`config.mk`:
```
export PLATFORM = sky130hd
export DESIGN_NAME = sync_fifo_flat
export DESIGN_NICKNAME = d
export VERILOG_FILES = /design/src/rtl/fifo_pkg.sv /design/src/rtl/sync_fifo_if.sv /design/src/rtl/fifo_mem.sv /design/src/rtl/sync_fifo.sv /design/src/flat_wrapper.sv
export SDC_FILE = /design/constraint.sdc
export NUM_CORES = 1
export LEC_CHECK = 0
export ABC_AREA = 1
export BUFFER_PORTS_ARGS = -buffer_cell sky130_fd_sc_hd__buf_4
export CAP_MARGIN = 20
export CORE_MARGIN = 3
export CORE_UTILIZATION = 35
export DETAILED_ROUTE_END_ITERATION = 16
export HOLD_SLACK_MARGIN = 0.12
export SYNTH_ARGS = -nofsm -noshare
export SYNTH_HDL_FRONTEND = slang
export SYNTH_SLANG_ARGS = --single-unit
```
`constraint.sdc`:
```
create_clock -name clk -period 1.85 [get_ports clk]
set_clock_uncertainty 0.05 [all_clocks]
set_input_delay 0.0925 -clock clk [delete_from_list [all_inputs] [get_ports clk]]
set_output_delay 0.0925 -clock clk [all_outputs]
set_load 0.05 [all_outputs]
```
`src/rtl/fifo_pkg.sv`:
```
// Shared FIFO defaults: word/pointer widths, depth derivation and threshold defaults.
// Pure constants and a helper function; no logic.
package fifo_pkg;

   localparam int DATA_W_DEF    = 16;
   localparam int ADDR_W_DEF    = 4;
   localparam int AE_LEVEL_DEF  = 2;
   localparam int AF_MARGIN_DEF = 2;

   function automatic int fifo_depth(input int addr_w);
      return 1 << addr_w;
   endfunction

endpackage

```
`src/rtl/sync_fifo_if.sv`:
```
// Producer/consumer handshake and status bundle for sync_fifo.
// master = the side driving requests, slave = the FIFO itself.
interface sync_fifo_if
   import fifo_pkg::*;
#(
   parameter int DATA_W = DATA_W_DEF,
   parameter int ADDR_W = ADDR_W_DEF
);

   logic              wr_en;
   logic [DATA_W-1:0] wr_data;
   logic              rd_en;
   logic [DATA_W-1:0] rd_data;
   logic              rd_valid;
   logic              full;
   logic              empty;
   logic              almost_full;
   logic              almost_empty;
   logic [ADDR_W:0]   count;
   logic              overflow;
   logic              underflow;

   modport master (
      output wr_en, wr_data, rd_en,
      input  rd_data, rd_valid, full, empty, almost_full, almost_empty,
             count, overflow, underflow
   );

   modport slave (
      input  wr_en, wr_data, rd_en,
      output rd_data, rd_valid, full, empty, almost_full, almost_empty,
             count, overflow, underflow
   );

endinterface

```
`src/rtl/fifo_mem.sv`:
```
// Simple dual-port storage: synchronous write, registered read, no reset.
// Read data updates one edge after re_i and otherwise holds.
module fifo_mem #(
   parameter int DATA_W = 16,
   parameter int ADDR_W = 4
) (
   input  logic              clk,
   input  logic              we_i,
   input  logic [ADDR_W-1:0] waddr_i,
   input  logic [DATA_W-1:0] wdata_i,
   input  logic              re_i,
   input  logic [ADDR_W-1:0] raddr_i,
   output logic [DATA_W-1:0] rdata_o
);

   logic [DATA_W-1:0] mem_q [(1 << ADDR_W)];
   logic [DATA_W-1:0] rdata_q;

   always_ff @(posedge clk) begin
      if (we_i) begin
         mem_q[waddr_i] <= wdata_i;
      end
      if (re_i) begin
         rdata_q <= mem_q[raddr_i];
      end
   end

   assign rdata_o = rdata_q;

endmodule

```
`src/rtl/sync_fifo.sv`:
```
// Single-clock FIFO with wrap-bit pointers, registered occupancy count, flags and error pulses.
// Read data one cycle after an accepted read; writes to a full FIFO / reads from an empty one are dropped and flagged.
module sync_fifo
   import fifo_pkg::*;
#(
   parameter int DATA_W   = DATA_W_DEF,
   parameter int ADDR_W   = ADDR_W_DEF,
   parameter int AF_LEVEL = fifo_depth(ADDR_W) - AF_MARGIN_DEF,
   parameter int AE_LEVEL = AE_LEVEL_DEF
) (
   input  logic       clk,
   input  logic       rst,
   sync_fifo_if.slave bus
);

   localparam logic [ADDR_W:0] ONE      = {{ADDR_W{1'b0}}, 1'b1};
   localparam logic [ADDR_W:0] FULL_CNT = {1'b1, {ADDR_W{1'b0}}};
   localparam logic [ADDR_W:0] AF_CNT   = AF_LEVEL[ADDR_W:0];
   localparam logic [ADDR_W:0] AE_CNT   = AE_LEVEL[ADDR_W:0];

   logic [ADDR_W:0]   wr_ptr_q, wr_ptr_d;
   logic [ADDR_W:0]   rd_ptr_q, rd_ptr_d;
   logic [ADDR_W:0]   count_q, count_d;
   logic              full_q, empty_q, afull_q, aempty_q;
   logic              overflow_q, underflow_q;
   logic              rd_valid_q;
   logic              data_ok_q;
   logic              wr_acc, rd_acc;
   logic [DATA_W-1:0] mem_rdata;

   // Acceptance uses only registered flags, so no input reaches an output combinationally.
   always_comb begin
      wr_acc   = bus.wr_en && !full_q;
      rd_acc   = bus.rd_en && !empty_q;
      wr_ptr_d = wr_acc ? wr_ptr_q + ONE : wr_ptr_q;
      rd_ptr_d = rd_acc ? rd_ptr_q + ONE : rd_ptr_q;
      count_d  = count_q;
      if (wr_acc && !rd_acc) begin
         count_d = count_q + ONE;
      end else if (rd_acc && !wr_acc) begin
         count_d = count_q - ONE;
      end
   end

   always_ff @(posedge clk or negedge rst) begin
      if (!rst) begin
         wr_ptr_q    <= '0;
         rd_ptr_q    <= '0;
         count_q     <= '0;
         full_q      <= 1'b0;
         empty_q     <= 1'b1;
         afull_q     <= 1'b0;
         aempty_q    <= 1'b1;
         overflow_q  <= 1'b0;
         underflow_q <= 1'b0;
         rd_valid_q  <= 1'b0;
         data_ok_q   <= 1'b0;
      end else begin
         wr_ptr_q    <= wr_ptr_d;
         rd_ptr_q    <= rd_ptr_d;
         count_q     <= count_d;
         full_q      <= (count_d == FULL_CNT);
         empty_q     <= (count_d == '0);
         afull_q     <= (count_d >= AF_CNT);
         aempty_q    <= (count_d <= AE_CNT);
         overflow_q  <= bus.wr_en && full_q;
         underflow_q <= bus.rd_en && empty_q;
         rd_valid_q  <= rd_acc;
         if (rd_acc) begin
            data_ok_q <= 1'b1;
         end
      end
   end

   fifo_mem #(
      .DATA_W (DATA_W),
      .ADDR_W (ADDR_W)
   ) u_mem (
      .clk     (clk),
      .we_i    (wr_acc),
      .waddr_i (wr_ptr_q[ADDR_W-1:0]),
      .wdata_i (bus.wr_data),
      .re_i    (rd_acc),
      .raddr_i (rd_ptr_q[ADDR_W-1:0]),
      .rdata_o (mem_rdata)
   );

   // The storage read register has no reset; mask it until a word has been popped since reset.
   assign bus.rd_data      = data_ok_q ? mem_rdata : '0;
   assign bus.rd_valid     = rd_valid_q;
   assign bus.full         = full_q;
   assign bus.empty        = empty_q;
   assign bus.almost_full  = afull_q;
   assign bus.almost_empty = aempty_q;
   assign bus.count        = count_q;
   assign bus.overflow     = overflow_q;
   assign bus.underflow    = underflow_q;

   a_count_matches_ptrs: assert property (
      @(posedge clk) disable iff (!rst) count_q == (wr_ptr_q - rd_ptr_q)
   );

endmodule

```
`src/flat_wrapper.sv`:
```
// flat-port wrapper written by rule: the top's interface ports become plain ports
module sync_fifo_flat import fifo_pkg::*;
#(
   parameter int DATA_W   = DATA_W_DEF,
   parameter int ADDR_W   = ADDR_W_DEF,
   parameter int AF_LEVEL = fifo_depth(ADDR_W) - AF_MARGIN_DEF,
   parameter int AE_LEVEL = AE_LEVEL_DEF
)
  (clk, rst, bus_wr_en, bus_wr_data, bus_rd_en, bus_rd_data, bus_rd_valid, bus_full, bus_empty, bus_almost_full, bus_almost_empty, bus_count, bus_overflow, bus_underflow);
  sync_fifo_if #(.DATA_W(DATA_W), .ADDR_W(ADDR_W)) bus_i ();
  input  logic clk;
  input  logic rst;
  input wire logic [$bits(bus_i.wr_en)-1:0] bus_wr_en;
  input wire logic [$bits(bus_i.wr_data)-1:0] bus_wr_data;
  input wire logic [$bits(bus_i.rd_en)-1:0] bus_rd_en;
  output wire logic [$bits(bus_i.rd_data)-1:0] bus_rd_data;
  output wire logic [$bits(bus_i.rd_valid)-1:0] bus_rd_valid;
  output wire logic [$bits(bus_i.full)-1:0] bus_full;
  output wire logic [$bits(bus_i.empty)-1:0] bus_empty;
  output wire logic [$bits(bus_i.almost_full)-1:0] bus_almost_full;
  output wire logic [$bits(bus_i.almost_empty)-1:0] bus_almost_empty;
  output wire logic [$bits(bus_i.count)-1:0] bus_count;
  output wire logic [$bits(bus_i.overflow)-1:0] bus_overflow;
  output wire logic [$bits(bus_i.underflow)-1:0] bus_underflow;
  assign bus_i.wr_en = bus_wr_en;
  assign bus_i.wr_data = bus_wr_data;
  assign bus_i.rd_en = bus_rd_en;
  assign bus_rd_data = bus_i.rd_data;
  assign bus_rd_valid = bus_i.rd_valid;
  assign bus_full = bus_i.full;
  assign bus_empty = bus_i.empty;
  assign bus_almost_full = bus_i.almost_full;
  assign bus_almost_empty = bus_i.almost_empty;
  assign bus_count = bus_i.count;
  assign bus_overflow = bus_i.overflow;
  assign bus_underflow = bus_i.underflow;
  sync_fifo #(.DATA_W(DATA_W), .ADDR_W(ADDR_W), .AF_LEVEL(AF_LEVEL), .AE_LEVEL(AE_LEVEL)) u_core (.clk(clk), .rst(rst), .bus(bus_i));
endmodule
```
[Yosys cells after proc, flatten, opt, wreduce, memory -nomap -nowiden]
Memories as Yosys holds them, arrays and structs flattened. A register that Yosys moved wholly into a read port is not among the register bits.
Index checks and enable logic that the tools add are counted.
Cells by class
  $add $sub $neg: 4
  $lt $le $gt $ge: 2
  equality and inequality tests: 1
  muxes and demuxes: 5
  reduce and logical (&&, ||, !) cells: 11
Operator list (count)
  $mux 16: 1
  $add 5x1->5 const B: 3
  $mux 5: 2
  $logic_and 1x1->1: 6
  $eq 5x5->1 const B: 1
  $ge 5x4->1 const B: 1
  $le 5x2->1 const B: 1
  $logic_not 5->1: 1
  $sub 5x1->5 const B: 1
  $logic_not 1->1: 4
  $mux 1: 2
Storage, ports and cells
  bits in registers: 23
  RAM bits: 256
  input bits: 20
  logic and storage cells: 35
  memories kept: 1
Memories
  u_core.u_mem.mem_q: words 16, width 16, read ports 1, clocked after memory_dff 1, write ports 1, line fifo_mem.sv:16  | logic [DATA_W-1:0] mem_q [(1 << ADDR_W)];

[Logic depth before layout (Yosys ltp)]
Gate-level depths: netlist (run 1).
  depth in word-level cells: 7
  depth in mapped cells: 10

[By module]
Synthesis (run 1) repeated with hierarchy kept, for this count alone.
Second synthesis, totals
  cells, all modules: 1232
  area, all modules: 12733.5 µm²
By module, submodules not included
  fifo_mem: instances 1, cells each 1074, area each 11541.1 µm²
  sync_fifo: instances 1, cells each 158, area each 1192.4 µm²

[Worst setup path before layout (run 1)]
OpenSTA, ideal clock, no wires.
  path type: flip-flop to flip-flop
  start point: reg u_core.full_q (netlist: u_core.bus.full)
  end point: mem u_core.u_mem.mem_q[11][0] (enable)
  arrival time: 1.823 ns
  data required time: 1.412 ns
  slack: -0.412 ns
  cell stages (with the launch flop): 5
  path through: dfrtp_1 nor2_2 buf_4 nand2_1 nor2_1
On the way
  longest elaborated chain between the ends: 4
Ends and longest elaborated chain
  from (decl): line sync_fifo.sv:24  | logic full_q, empty_q, afull_q, aempty_q;
  from (signal assigned): line sync_fifo.sv:62  | full_q <= (count_d == FULL_CNT);
  $logic_not 1->1: line sync_fifo.sv:33  | wr_acc = bus.wr_en && !full_q;
  $logic_and 1x1->1: line sync_fifo.sv:33
  $mux 1: line fifo_mem.sv:20  | if (we_i) begin
  $mux 1 (not written as such): line fifo_mem.sv:21  | mem_q[waddr_i] <= wdata_i;
  to (decl): line fifo_mem.sv:16
Every way passes these cells.

[Final worst setup path (run 1)]
  start point: reg u_core.full_q (netlist: u_core.bus.full)
  end point: mem u_core.u_mem.mem_q[11][14] (enable)
The elaborated chain is that of the path after synthesis.

==> reports/metrics.csv, run 1 <==
stage,metric,value,unit
run_status,status,"finished, final reports clean",
floorplanning,ios,48,
clock_network,clk_pin_slew,0.06,ns
routing,post_drt_wl_per_cell,18.4,um
power_and_ir_drop,ir_drop,0.000940,V
synthesis,synth-seq-cells,293,
timing,min_period,1.74,ns
finish,antenna_cells,0,
timing,timing.fmax,573,MHz
synthesis,synth_top_cell_by_area,edfxtp_1,
routing,dr_total_vias,7611,
setup_path,crit_path_cell_trace,nor2_2 > nand2_1 > buf_4 > nor2_4 > buf_12,
worst_hold_path,hold_path_class,input pin to flop,
grt,grt_pass1_vias,7296,
setup_path,cp-end-kind,flop,
setup_path,start_kind,flop,
floorplanning,coreArea,0.0329,mm2
floorplanning,chipWidth,189,um
timing,relSlewSlack,75.9,%
synthesis,yosysMostFrequentCell,edfxtp_1,
power_and_ir_drop,p_leak,5.25,nW
worst_hold_path,min_to,u_core.bus.underflow,
setup_path,critical_path.top_delay_family,simple AND/OR/NAND/NOR gates,
run,maxCapViolCount,0,
synthesis,syn_inst,973,
synthesis,yosysUniqueCellTypes,25,
clock_network,root_buffer,clkbuf_16,
grt,grt_max_degree,60,
routing,vias_per_cell,4.96,
clock_network,cts_sinks,293,
clock_network,numCtsBuffers,30,
routing,dr.first_iter.drc_count,697,
routing,antenna_left,0,
clock_network,clock_path_buffers,3,
grt,antenna_found_initial,1,
finish,nets,1098,
setup_path,slowest_delay,0.43,ns
clock_network,clk_latency,0.57,ns
finish,final_layout_size_suffix_gt1_share,15.1,%
grt,grt_pass1_wl,42900,um
setup_path,critPathMaxFanout,16,
synthesis,synth_area_leaders,"edfxtp_1 69%, nand2_1 8.3%, dfrtp_1 4.0%",
timing,hold_violations,0,
synthesis,syn-num-nets,1000,
setup_path,cp.required,2.06,ns
synthesis,synth_edf_count,272,
setup_path,cpMaxStageDelayCell,dfrtp_2,
power_and_ir_drop,p_per_area,1570,mW/mm2
worst_hold_path,hold_path_startpoint,bus_rd_en,
place,port_buffers,47,
synthesis,async_flop_share,7.17,%
floorplanning,fp-row-count,66,
synthesis,syn_area,0.0118,mm2
setup_path,r2r_end,u_core.u_mem.mem_q[11][14],
floorplanning,die_h,189,um
finish,stdcell_count,1536,
floorplanning,die_area,0.0359,mm2
synthesis,yosys_warnings,0,
timing,rsz0062_at_grt,false,
synthesis,synth_common_cells,"272 x edfxtp_1, 261 x nand2_1, 120 x nor2_1",
routing,drc,0,
place,dp_hpwl,16500,um
timing,hold_slack,0.241,ns
floorplanning,start_util,35.8,%
synthesis,synth_area_per_cell,12.1,um2
power_and_ir_drop,power,22.6,mW
place,placedCellCount,1457,
grt,grt-ovfl-total,0,
worst_hold_path,hold_depth,4,
synthesis,synthFlopType,edfxtp_1,
timing,slew_violations,0,
timing,worst_pin_slew,0.361,ns
setup_path,path_buf_inv,2,
place,gp_congestion,0.767,
finish,syn_to_final_growth,21.8,%
clock_network,cts_tree,yes,
synthesis,ys_seq_area_share,73.8,%
setup_path,worstReg2RegStart,u_core.bus.full,
routing,first_pass_iters,5,
routing,routed_wl,28300,um
timing,setup_viol,0,
setup_path,ff2ff_path_depth,5,
synthesis,netlist.area_leader.share,69.3,%
timing,fin_crit_sh,94.3,%
setup_path,arrival,1.96,ns
setup_path,setup.worst_path.class,flop to flop,
setup_path,reg2reg_setup_slack,0.11,ns
grt,grt_usage,15.5,%
clock_network,htreeDepth,1,
[area by class of cell]
cell class | count | area (um2)
clock inverters | 15 | 120
well taps | 442 | 553
fillers | 3034 | 18500
repair buffers | 116 | 1290
multi-input cells | 590 | 2730
inverters | 40 | 153
clock buffers | 40 | 788
flip-flops and latches | 293 | 8700
[kinds of logic after synthesis]
kind of cell,after synthesis,synth area share (%)
fa+ha+maj,7,0.743
simple gates,438,14.7
flops,293,73.8
xor+xnor,7,0.520
compound gates,138,6.75
buf+inv,90,3.49
[per-layer routing]
metal | track usage (%) | routed length, um | vias up
met5 | 0 | 13 | -
met1 | 22.3 | 13000 | 3760
li1 | - | - | 3595
met4 | 3.33 | 516 | 2
met3 | 2.74 | 1630 | 46
met2 | 24.8 | 13100 | 208
[where the power goes]
part | internal [mW] | switching (mW) | leakage (nW) | total [mW]
Combinational | 2.69 | 5.55 | 2.10 | 8.24
Sequential | 8.32 | 0.409 | 2.71 | 8.73
Clock | 3.13 | 2.45 | 0.440 | 5.58
Total | 14.1 | 8.41 | 5.25 | 22.6
[repair_timing]
| action | 4_1_cts | 5_1_grt |
|---|---|---|
| resized for setup | 1 | 0 |
| endpoints found under the hold margin | 293 | 0 |
| setup endpoints to repair | 13 | 2 |
| hold buffers | 21 | 0 |
| buffers inserted | 0 | 2 |
[worst max-delay path by stage]
stage	startpoint	to	slack (ns)	depth (start not counted)
final	u_core.bus.full	u_core.u_mem.mem_q[11][14]	0.11	5
after global routing	u_core.bus.full	u_core.bus.empty	0.005	8
after CTS	u_core.data_ok_q	bus_rd_data[10]	0.06	4
after detailed placement	u_core.bus.full	u_core.u_mem.mem_q[11][6]	0.11	5
after global placement	u_core.bus.full	u_core.u_mem.mem_q[11][9]	0.13	5
after floorplan	u_core.bus.full	u_core.u_mem.mem_q[0][0]	-0.07	4
[sequential cells by signal, indices dropped and copies added, names as in the netlist]
| signal | count |
|---|---|
| u_core.bus.almost_full | 1 |
| u_core.rd_ptr_q | 4 |
| u_core.bus.full | 1 |
| u_core.data_ok_q | 1 |
| u_core.wr_ptr_q | 4 |
| u_core.bus.underflow | 1 |
| u_core.bus.empty | 1 |
| u_core.bus.rd_valid | 1 |
| u_core.bus.count | 5 |
| u_core.bus.almost_empty | 1 |
| u_core.u_mem.mem_q | 256 |
| u_core.u_mem.rdata_o | 16 |
| u_core.bus.overflow | 1 |
[per-stage QoR]
step / worst slack (ns) / area [um2] / utilization [%] / setup TNS (ns)
floorplan: -0.0701 / 11800 / - / -15.27
finish: 0.105 / 14300 / 43.6 / 0
global placement: 0.126 / 13200 / 40.1 / 0
CTS: 0.0585 / 14300 / 43.5 / 0
global route: 0.00513 / 14300 / 43.6 / 0
detailed placement: 0.109 / 13200 / 40.1 / 0
[tightest hold or removal path: stages]
cell	delay, ns
dlygate4sd3_1	0.52
buf_4	0.12
nand2_1	0.04
inv_1	0.04
[cells in the final DEF, fill, tap and decap left out]
cell and n:
nand4_1 1, clkbuf_1 10, nand2_1 261, xor2_1 7
dfrtp_1 15, inv_1 35, o211ai_1 26, dfrtp_4 1
a31oi_1 32, clkinvlp_4 1, o21ai_0 63, ha_1 7
buf_12 28, inv_2 2, dlygate4sd3_1 21, edfxtp_1 272
inv_4 1, nor2_1 104, clkinv_1 8, dfrtp_2 3
or2_2 1, o21ai_1 17, nand2_2 3, buf_16 1
dfstp_2 2, bufinv_16 1, nand3_1 48, clkinv_2 6
buf_4 66, clkinv_16 1, clkbuf_16 30, nor2_4 4
nor2_2 14, nand3b_1 2
(Power assumes the default switching activity.)
==> run 2: changes to the inputs <==
Settings changed: CAP_MARGIN 20 to 0.
Clock period 1.85 ns to 1.6 ns, I/O delays scaled along.
==> run 2 against run 1 <==
Worst setup slack worse by 0.19 ns. Sequential share of layout area fell by 3.8 points. Register-to-register slack worse by 0.19 ns. Final area is 6.8% higher. Cell count rose by 2.2%. Die area unchanged. Critical path type unchanged. First-iteration DRC count is 11% lower. The flow now finishes with violations (setup timing). Sequential power is 17% higher. Global-route usage increased by 0.83 points.
==> reports/metrics.csv, run 2 (synthesized netlist as in run 1, its figures left out) <==
stage,metric,value,unit,change
floorplanning,chipWidth,189,um,unchanged
power_and_ir_drop,power,28.9,mW,was 22.6 mW
grt,grt_pass1_wl,45000,um,was 42900 um
place,place_area,0.0135,mm2,was 0.0132 mm2
clock_network,clk_pin_slew,0.06,ns,about the same
grt,grt_usage,16.3,%,was 15.5%
routing,antenna_left,0,,unchanged
finish,layout_commonest_cell,edfxtp_1,,unchanged
timing,min_period,1.69,ns,was 1.74 ns
setup_path,setup.worst_path.class,flop to flop,,unchanged
finish,nets,1129,,was 1098
clock_network,cts_tree,yes,,unchanged
worst_hold_path,hold_depth,4,,unchanged
setup_path,cp-end-kind,flop,,unchanged
floorplanning,ios,48,,unchanged
floorplanning,fp-row-count,66,,unchanged
run_status,status,finished with violations,,"was finished, final reports clean"
clock_network,root_buffer,clkbuf_16,,unchanged
finish,final_util,46.6,%,was 43.6%
routing,routed_wl,31000,um,was 28300 um
timing,slew_violations,0,,unchanged
finish,largest_reg_flops,256,,unchanged
finish,final_layout_size_suffix_gt1_share,23.8,%,was 15.1%
floorplanning,die_area,0.0359,mm2,unchanged
timing,timing.fmax,593,MHz,was 573 MHz
timing,hold_violations,0,,unchanged
timing,rsz0062_at_grt,true,,was false
grt,grt-ovfl-total,0,,unchanged
clock_network,clk_latency,0.58,ns,was 0.57 ns
timing,setup_viol,19,,was 0
floorplanning,die_h,189,um,unchanged
place,port_buffers,47,,unchanged
finish,layout_common_cells,"272 x edfxtp_1, 239 x nand2_1, 82 x nor2_1",,"was 272 x edfxtp_1, 261 x nand2_1, 104 x nor2_1"
timing,worst_pin_slew,0.372,ns,was 0.361 ns
finish,fin_area,0.0153,mm2,was 0.0143 mm2
routing,dr.first_iter.drc_count,618,,was 697
floorplanning,coreArea,0.0329,mm2,unchanged
setup_path,cp.required,1.88,ns,was 2.06 ns
finish,syn_to_final_growth,30.1,%,was 21.8%
place,dp_hpwl,17000,um,was 16500 um
routing,post_drt_wl_per_cell,19.7,um,was 18.4 um
power_and_ir_drop,p_seq_share,35.2,%,was 38.7%
timing,relSlewSlack,75.2,%,was 75.9%
run_status,failed_checks,setup timing,,
grt,antenna_found_initial,1,,unchanged
routing,first_pass_iters,5,,unchanged
worst_hold_path,hold_path_startpoint,bus_wr_en,,was bus_rd_en
floorplanning,start_util,35.8,%,unchanged
power_and_ir_drop,internal_power,18.1,mW,was 14.1 mW
power_and_ir_drop,p_leak,5.60,nW,was 5.25 nW
timing,fin_crit_sh,105,%,was 94.3%
setup_path,critPathMaxFanout,7,,was 16
grt,grt_pass1_vias,7573,,was 7296
clock_network,cts_sinks,293,,unchanged
clock_network,clock_path_buffers,3,,unchanged
power_and_ir_drop,switching_share,37.4,%,was 37.3%
routing,vias_per_cell,5.03,,was 4.96
setup_path,start_kind,flop,,unchanged
power_and_ir_drop,pwr-share-comb,39.8,%,was 36.5%
clock_network,htreeDepth,1,,unchanged
clock_network,numCtsBuffers,31,,was 30
place,gp_congestion,0.765,,was 0.767
timing,finalWorstSetupSlack,-0.0857,ns,was 0.105 ns
routing,dr_total_vias,7895,,was 7611
power_and_ir_drop,p_per_area,1890,mW/mm2,was 1570 mW/mm2
setup_path,crit_start,u_core.rd_ptr_q[0],,was u_core.bus.full
setup_path,worstReg2RegStart,u_core.rd_ptr_q[0],,was u_core.bus.full
finish,largest_register,u_core.u_mem.mem_q,,unchanged
routing,drc,0,,unchanged
finish,fillers,2914,,was 3034
power_and_ir_drop,ir_drop,0.00137,V,was 0.000940 V
power_and_ir_drop,p_switching,10.8,mW,was 8.41 mW
setup_path,ff2ff_path_depth,9,,was 5
worst_hold_path,hold_path_class,input pin to flop,,unchanged
grt,grt_max_degree,69,,was 60
setup_path,arrival,1.96,ns,about the same
power_and_ir_drop,p_clk_share,25.0,%,was 24.7%
run,maxCapViolCount,0,,unchanged
-- run 2: power by group through the flow --
stage	registers, mW	clock network, mW	logic (mW)
finish	10.2	7.22	11.5
detailed placement	10.2	0	10.0
CTS	10.1	7.35	10.2
floorplan	10.4	0	6.10
global placement	10.2	0	9.89
global route	10.3	7.68	12.5
-- run 2: timing repair --
| action | in CTS | in global routing |
|---|---|---|
| buffers inserted | 1 | 5 |
| pin swaps | 0 | 20 |
| gates cloned | 0 | 8 |
| hold buffers | 20 | 0 |
| hold endpoints to repair | 308 | 0 |
| resized for setup | 21 | 110 |
| setup endpoints to repair | 26 | 120 |
-- run 2: area by class of cell --
cell class,count,area [um2],share of cell area (%)
clock inverter,22,234,1.53
sequential,293,8710,56.8
inverter,40,163,1.06
timing repair buffer,146,1800,11.8
multi-input combinational,590,3070,20.0
clock buffer,36,795,5.18
tap,442,553,3.61
antenna,1,2.50,0.0163
-- run 2: layer usage --
metal  up-vias  GRT usage, %  share of wire [%]
met1      3854          22.8                 43
met5         -             0                  0
met3        60          2.89                7.2
li1       3669             -                  -
met2       312          26.3                 47
met4         0          4.69                2.8
-- run 2: path summary, 6_finish.rpt --
kind | endpoint | slack (ns)
max | u_core.u_mem.rdata_o[2] | -0.09
min | u_core.bus.overflow | 0.21
max reg2reg | u_core.u_mem.rdata_o[2] | -0.09
min reg2reg | u_core.wr_ptr_q[2] | 0.56
max in group asynchronous | u_core.bus.almost_empty | 0.78
min in group asynchronous | u_core.rd_ptr_q[3] | 0.42
-- run 2: stage by stage --
stage	TNS (ns)	setup WS (ns)	hold WS, ns	std cells
after floorplan	-12.00	-0.0660	-0.266	973
after global placement	-0.0176	-0.0119	-0.0509	1477
after detailed placement	-0.0371	-0.0165	-0.0496	1477
after CTS	-0.548	-0.0583	0.196	1556
after global routing	-2.58	-0.164	0.236	1569
final	-0.848	-0.0857	0.214	1570
-- run 2: worst max-delay path, stage by stage, from the launching register on --
cell and delay (ns):
dfrtp_4 0.50, clkinv_8 0.12, buf_12 0.16, clkbuf_16 0.16, nor2_4 0.08, nor2_1 0.04
o21ai_1 0.07, o211ai_1 0.12, nand2_1 0.07, nand2_1 0.06
